==> config.mk <==
export PLATFORM = sky130hd
export DESIGN_NAME = sync_fifo_param_flat
export DESIGN_NICKNAME = d
export VERILOG_FILES = /design/src/rtl/sync_fifo_param_if.sv /design/src/rtl/sync_fifo_param.sv /design/src/flat_wrapper.sv
export SDC_FILE = /design/constraint.sdc
export NUM_CORES = 1
export LEC_CHECK = 0
export BUFFER_PORTS_ARGS = -buffer_cell sky130_fd_sc_hd__buf_4
export CAP_MARGIN = 30
export CORE_MARGIN = 4
export CORE_UTILIZATION = 50
export CTS_BUF_LIST = sky130_fd_sc_hd__clkbuf_8
export CTS_CLUSTER_DIAMETER = 50
export DETAILED_ROUTE_END_ITERATION = 10
export PLACE_DENSITY_LB_ADDON = 0.15
export SYNTH_ARGS = -nofsm -noshare
export SYNTH_HDL_FRONTEND = slang
export SYNTH_SLANG_ARGS = --single-unit
==> constraint.sdc <==
create_clock -name CLK -period 5.37 [get_ports CLK]
set_input_delay 1.074 -clock CLK [delete_from_list [all_inputs] [get_ports CLK]]
set_output_delay 1.074 -clock CLK [all_outputs]
set_load 0.01 [all_outputs]
==> src/rtl/sync_fifo_param_if.sv <==
// Handshake/data bundle between a producer/consumer and the parametrised FIFO.
interface sync_fifo_param_if #(
  parameter int DATA_W = 8,
  parameter int DEPTH  = 128
);
  localparam int CW = $clog2(DEPTH) + 1;

  logic [DATA_W-1:0] Din;
  logic              WR_EN;
  logic              RD_EN;
  logic              ClrErr;
  logic [DATA_W-1:0] DOut;
  logic              DValid;
  logic              Empty;
  logic              Full;
  logic              AlmostFull;
  logic              AlmostEmpty;
  logic [CW-1:0]     Count;
  logic              Overflow;
  logic              Underflow;

  modport master (
    output Din, WR_EN, RD_EN, ClrErr,
    input  DOut, DValid, Empty, Full, AlmostFull, AlmostEmpty, Count, Overflow, Underflow
  );

  modport slave (
    input  Din, WR_EN, RD_EN, ClrErr,
    output DOut, DValid, Empty, Full, AlmostFull, AlmostEmpty, Count, Overflow, Underflow
  );
endinterface

==> src/rtl/sync_fifo_param.sv <==
// Single-clock FIFO: parametrised width/depth, standard or first-word-fall-through
// read, registered occupancy flags and sticky overflow/underflow errors.
module sync_fifo_param #(
  parameter int DATA_W    = 8,
  parameter int DEPTH     = 128,
  parameter int AFULL_TH  = DEPTH - 4,
  parameter int AEMPTY_TH = 4,
  parameter int FWFT      = 0
) (
  input  logic              CLK,
  input  logic              RST,
  sync_fifo_param_if.slave  bus
);
  localparam int AW = $clog2(DEPTH);
  localparam int CW = AW + 1;

  logic [DATA_W-1:0] mem [DEPTH];
  logic [AW-1:0]     wptr, rptr;
  logic [CW-1:0]     count, cnt_nxt;
  logic              empty_q, full_q, afull_q, aempty_q;
  logic              ovf_q, unf_q;
  logic              wr_acc, rd_acc;

  // Acceptance uses the registered flags, so a full FIFO still takes a read
  // and an empty FIFO still takes a write in the same cycle.
  assign wr_acc = bus.WR_EN & ~full_q;
  assign rd_acc = bus.RD_EN & ~empty_q;

  // Next occupancy; simultaneous accepted read and write cancel out.
  always_comb begin
    cnt_nxt = count;
    case ({wr_acc, rd_acc})
      2'b10:   cnt_nxt = count + CW'(1);
      2'b01:   cnt_nxt = count - CW'(1);
      default: cnt_nxt = count;
    endcase
  end

  // Storage has no reset so it maps onto plain RAM.
  always_ff @(posedge CLK) begin
    if (wr_acc) mem[wptr] <= bus.Din;
  end

  // Pointers, occupancy and flags; flags come from cnt_nxt so they track the edge with no lag.
  always_ff @(posedge CLK or posedge RST) begin
    if (RST) begin
      wptr     <= '0;
      rptr     <= '0;
      count    <= '0;
      empty_q  <= 1'b1;
      full_q   <= 1'b0;
      afull_q  <= 1'b0;
      aempty_q <= 1'b1;
    end else begin
      if (wr_acc) wptr <= wptr + AW'(1);
      if (rd_acc) rptr <= rptr + AW'(1);
      count    <= cnt_nxt;
      empty_q  <= (cnt_nxt == '0);
      full_q   <= (cnt_nxt == CW'(DEPTH));
      afull_q  <= (cnt_nxt >= CW'(AFULL_TH));
      aempty_q <= (cnt_nxt <= CW'(AEMPTY_TH));
    end
  end

  // Sticky errors: a new refused request beats a same-cycle clear.
  always_ff @(posedge CLK or posedge RST) begin
    if (RST) begin
      ovf_q <= 1'b0;
      unf_q <= 1'b0;
    end else begin
      ovf_q <= (bus.WR_EN & full_q)  | (ovf_q & ~bus.ClrErr);
      unf_q <= (bus.RD_EN & empty_q) | (unf_q & ~bus.ClrErr);
    end
  end

  generate
    if (FWFT == 0) begin : g_std
      logic [DATA_W-1:0] dout_q;
      logic              dvalid_q;
      // Registered read: data lands one cycle after the accepted read, strobed by DValid.
      always_ff @(posedge CLK or posedge RST) begin
        if (RST) begin
          dout_q   <= '0;
          dvalid_q <= 1'b0;
        end else begin
          dvalid_q <= rd_acc;
          if (rd_acc) dout_q <= mem[rptr];
        end
      end
      assign bus.DOut   = dout_q;
      assign bus.DValid = dvalid_q;
    end else begin : g_fwft
      // Head word is presented directly; RD_EN only advances the pointer.
      assign bus.DOut   = mem[rptr];
      assign bus.DValid = ~empty_q;
    end
  endgenerate

  assign bus.Empty       = empty_q;
  assign bus.Full        = full_q;
  assign bus.AlmostFull  = afull_q;
  assign bus.AlmostEmpty = aempty_q;
  assign bus.Count       = count;
  assign bus.Overflow    = ovf_q;
  assign bus.Underflow   = unf_q;
endmodule

==> src/flat_wrapper.sv <==
// flat-port wrapper written by rule: the top's interface ports become plain ports
module sync_fifo_param_flat 
#(
  parameter int DATA_W    = 8,
  parameter int DEPTH     = 128,
  parameter int AFULL_TH  = DEPTH - 4,
  parameter int AEMPTY_TH = 4,
  parameter int FWFT      = 0
)
  (CLK, RST, bus_Din, bus_WR_EN, bus_RD_EN, bus_ClrErr, bus_DOut, bus_DValid, bus_Empty, bus_Full, bus_AlmostFull, bus_AlmostEmpty, bus_Count, bus_Overflow, bus_Underflow);
  sync_fifo_param_if #(.DATA_W(DATA_W), .DEPTH(DEPTH)) bus_i ();
  input  logic CLK;
  input  logic RST;
  input wire logic [$bits(bus_i.Din)-1:0] bus_Din;
  input wire logic [$bits(bus_i.WR_EN)-1:0] bus_WR_EN;
  input wire logic [$bits(bus_i.RD_EN)-1:0] bus_RD_EN;
  input wire logic [$bits(bus_i.ClrErr)-1:0] bus_ClrErr;
  output wire logic [$bits(bus_i.DOut)-1:0] bus_DOut;
  output wire logic [$bits(bus_i.DValid)-1:0] bus_DValid;
  output wire logic [$bits(bus_i.Empty)-1:0] bus_Empty;
  output wire logic [$bits(bus_i.Full)-1:0] bus_Full;
  output wire logic [$bits(bus_i.AlmostFull)-1:0] bus_AlmostFull;
  output wire logic [$bits(bus_i.AlmostEmpty)-1:0] bus_AlmostEmpty;
  output wire logic [$bits(bus_i.Count)-1:0] bus_Count;
  output wire logic [$bits(bus_i.Overflow)-1:0] bus_Overflow;
  output wire logic [$bits(bus_i.Underflow)-1:0] bus_Underflow;
  assign bus_i.Din = bus_Din;
  assign bus_i.WR_EN = bus_WR_EN;
  assign bus_i.RD_EN = bus_RD_EN;
  assign bus_i.ClrErr = bus_ClrErr;
  assign bus_DOut = bus_i.DOut;
  assign bus_DValid = bus_i.DValid;
  assign bus_Empty = bus_i.Empty;
  assign bus_Full = bus_i.Full;
  assign bus_AlmostFull = bus_i.AlmostFull;
  assign bus_AlmostEmpty = bus_i.AlmostEmpty;
  assign bus_Count = bus_i.Count;
  assign bus_Overflow = bus_i.Overflow;
  assign bus_Underflow = bus_i.Underflow;
  sync_fifo_param #(.DATA_W(DATA_W), .DEPTH(DEPTH), .AFULL_TH(AFULL_TH), .AEMPTY_TH(AEMPTY_TH), .FWFT(FWFT)) u_core (.CLK(CLK), .RST(RST), .bus(bus_i));
endmodule
==> qor.yml <==
cells_and_area:
  drive_gt1_share_pct: 23.1
  fin_cells: 3428
  n_fill_cell: 6260
  nNetsFinal: 2242
  most-common-layout-cells: "edfxtp_1, mux4_2, clkbuf_8, nor2_1, mux2i_1"
  final_common_cell: "edfxtp_1"
  regArea_um2: 31700
  multi_input_area_um2: 9390
  area_growth_pct: 11.0
detailed_routing:
  via_per_inst: 6.13
  final_antenna_net_count: 0
  vias: 21000
  drcViolationCount: 0
  drt_iter0_drc: 2070
  routedWlPerCell_um: 28.7
  dr.pass1.iters: 5
  finalWirelength_um: 98300
setup_path:
  cp-start-kind: "register"
  critical_path_class: "register to register"
  worst-path-max-fanout: 56
  worst_setup_path_end_kind: "register"
  rr_worst_depth: 7
  crit_required_ns: 6.06
  arrival_ns: 4.26
  reg2reg_slack_ns: 1.80
global_route:
  grt_max_degree: 92
  grt_use_total_pct: 22.4
  grt_pass1_vias: 21500
  grt_overflow: 0
  antenna_found_initial: 2
  grt_pass1_wl_um: 146000
synthesis:
  synth-edff-count: 1024
  synth_seq_cells: 1061
  yosys.area.top_type: "edfxtp_1"
  synth_top_area_share_pct: 73.5
  syn-num-nets: 2116
  async_reset_ff_share_pct: 3.49
  yosys-top-cells-area: "edfxtp_1, mux4_2, dfrtp_1"
  yosys_warnings: 0
  syn_area_per_cell_um2: 19.9
  ys_types: 66
  ys_seq_area_share_pct: 75.7
  synth_area_um2: 41800
  ys.flop_type: "edfxtp_1"
  syn_inst: 2099
floorplanning:
  die_height_um: 297
  die_x_um: 297
  initial_utilization_pct: 50.7
  io_pins: 36
  fp-row-count: 105
  coreArea_um2: 82500
  dieArea_um2: 88300
clocking:
  numClockSinks: 1061
  post_cts_buffers: 0
  clk_path_buf_depth: 3
  holdBufCountCts: 0
  cts_root_buffer: "clkbuf_8"
  numCtsBuffers: 172
  ctsHtreeMaxLevel: 4
  clock_latency_ns: 0.84
  cts_tree: "yes"
  clk_pin_slew_ns: 0.06
  cts_resized: 0
placement:
  place.port_buffers: 35
  globalplace.congestion: 0.842
  hpwlAfterDp_um: 59600
  place_inst: 3119
sta:
  final.setup.tns_ns: 0
  timing.fmax_mhz: 280
  finClkSkew_ns: 0.0428
  setup_violations: 0
  max-slew-margin-rel_pct: 35.3
  slew_viol_final: 0
  period_share_pct: 66.4
  hold_violations: 0
  fin_crit_ns: 3.57
  tightest_slew_ns: 0.970
  rsz0062_at_grt: "false"
outcome:
  status: "finished clean"
run:
  maxCapViolations: 0
worst_hold_path:
  holdPathStages: 2
  min_path_type: "input pin to register"
pwr:
  power_leakage_nw: 14.7
  ir_drop_v: 0.000288
  p_total_mw: 22.7
  power_density_nw_per_um2: 488
## worst max-delay path, stage by stage (launching register included)
cell      delay, ns
dfrtp_4        0.92
buf_12         0.44
mux4_2         0.57
nor2b_1        0.14
a211oi_1       0.52
o32ai_1        0.35
o21ai_1        0.17
a31oi_1        0.09
## layer usage
metal  track usage (%)  share of wire, %  vias up
met5                 0                 0        -
met4              7.65               2.9        0
met3              5.55               7.7      170
met2              34.0                47      877
met1              32.4                43    11000
li1                  -                 -     8921
## per-stage QoR
step	util (%)	worst slack, ns	hold slack (ns)	cell area (µm²)
final	56.3	1.80	0.427	46400
after global routing	56.3	1.52	0.392	46400
after CTS	56.2	1.82	0.341	46400
after detailed placement	52.3	1.57	0.523	43100
after global placement	52.2	1.63	0.509	43100
after floorplan	-	2.33	0.494	41800
## worst paths after layout
| check | start | endpoint |
|---|---|---|
| min | bus_ClrErr | u_core.bus.Overflow$_DFF_PP0_ |
| max | u_core.rptr[0]$_DFFE_PP0P_ | u_core.bus.DOut[2]$_DFFE_PP0P_ |
| max reg2reg | u_core.rptr[0]$_DFFE_PP0P_ | u_core.bus.DOut[2]$_DFFE_PP0P_ |
| max in group asynchronous | RST | u_core.rptr[2]$_DFFE_PP0P_ |
| min reg2reg | u_core.bus.Empty$_DFF_PP1_ | u_core.bus.Underflow$_DFF_PP0_ |
| min in group asynchronous | RST | u_core.bus.AlmostFull$_DFF_PP0_ |
## cell usage after synthesis, drive strengths merged (3+ instances only)
library cell / count
a211oi: 50
a21oi: 21
a22oi: 65
a31oi: 9
and2: 4
buf: 70
clkbuf: 61
dfrtp: 35
edfxtp: 1024
ha: 4
inv: 13
mux2i: 80
mux4: 224
nand2: 41
nand2b: 13
nand3: 30
nand4: 5
nor2: 150
nor2b: 62
nor3: 5
nor4: 5
o211ai: 18
o21ai: 27
o221ai: 16
o32ai: 16
or3: 3
xnor2: 19
## state kept, by name (all words and copies together) (netlist names)
name and count:
u_core.bus.Empty 1, u_core.rptr 7, u_core.bus.Overflow 1, u_core.mem 1024, u_core.bus.Underflow 1, u_core.bus.AlmostEmpty 1, u_core.bus.DOut 8, u_core.bus.AlmostFull 1
u_core.wptr 7, u_core.bus.Full 1, u_core.bus.DValid 1, u_core.bus.Count 8
## final cells by class
| type | count | area share (%) |
|---|---|---|
| clock inverters | 130 | 1.78 |
| repair buffers | 83 | 1.56 |
| inverters | 13 | 0.105 |
| diodes | 1 | 0.00539 |
| clock buffers | 176 | 5.22 |
| well taps | 1070 | 2.88 |
| multi-input cells | 894 | 20.2 |
| flip-flops and latches | 1061 | 68.2 |
## report_power, final
| part | internal (mW) | total (mW) | switching (mW) |
|---|---|---|---|
| Combinational | 2.64 | 6.21 | 3.58 |
| Sequential | 9.34 | 9.89 | 0.545 |
| Clock | 3.35 | 6.58 | 3.24 |
## kinds of logic (layout without fill, tap and decap cells)
group	count (synthesis)	after routing	share of synthesized area (%)
AOI/OAI and AO/OA	237	237	4.09
adders and majority gates	4	4	0.120
xor gates and xnor gates	20	20	0.437
muxes	306	306	14.0
DFF	1061	1061	75.7
other	0	1	0
and+or+nand+nor	327	327	3.76
buffers and inverters	144	402	1.84
No activity file was read; power rests on OpenSTA's default activity.
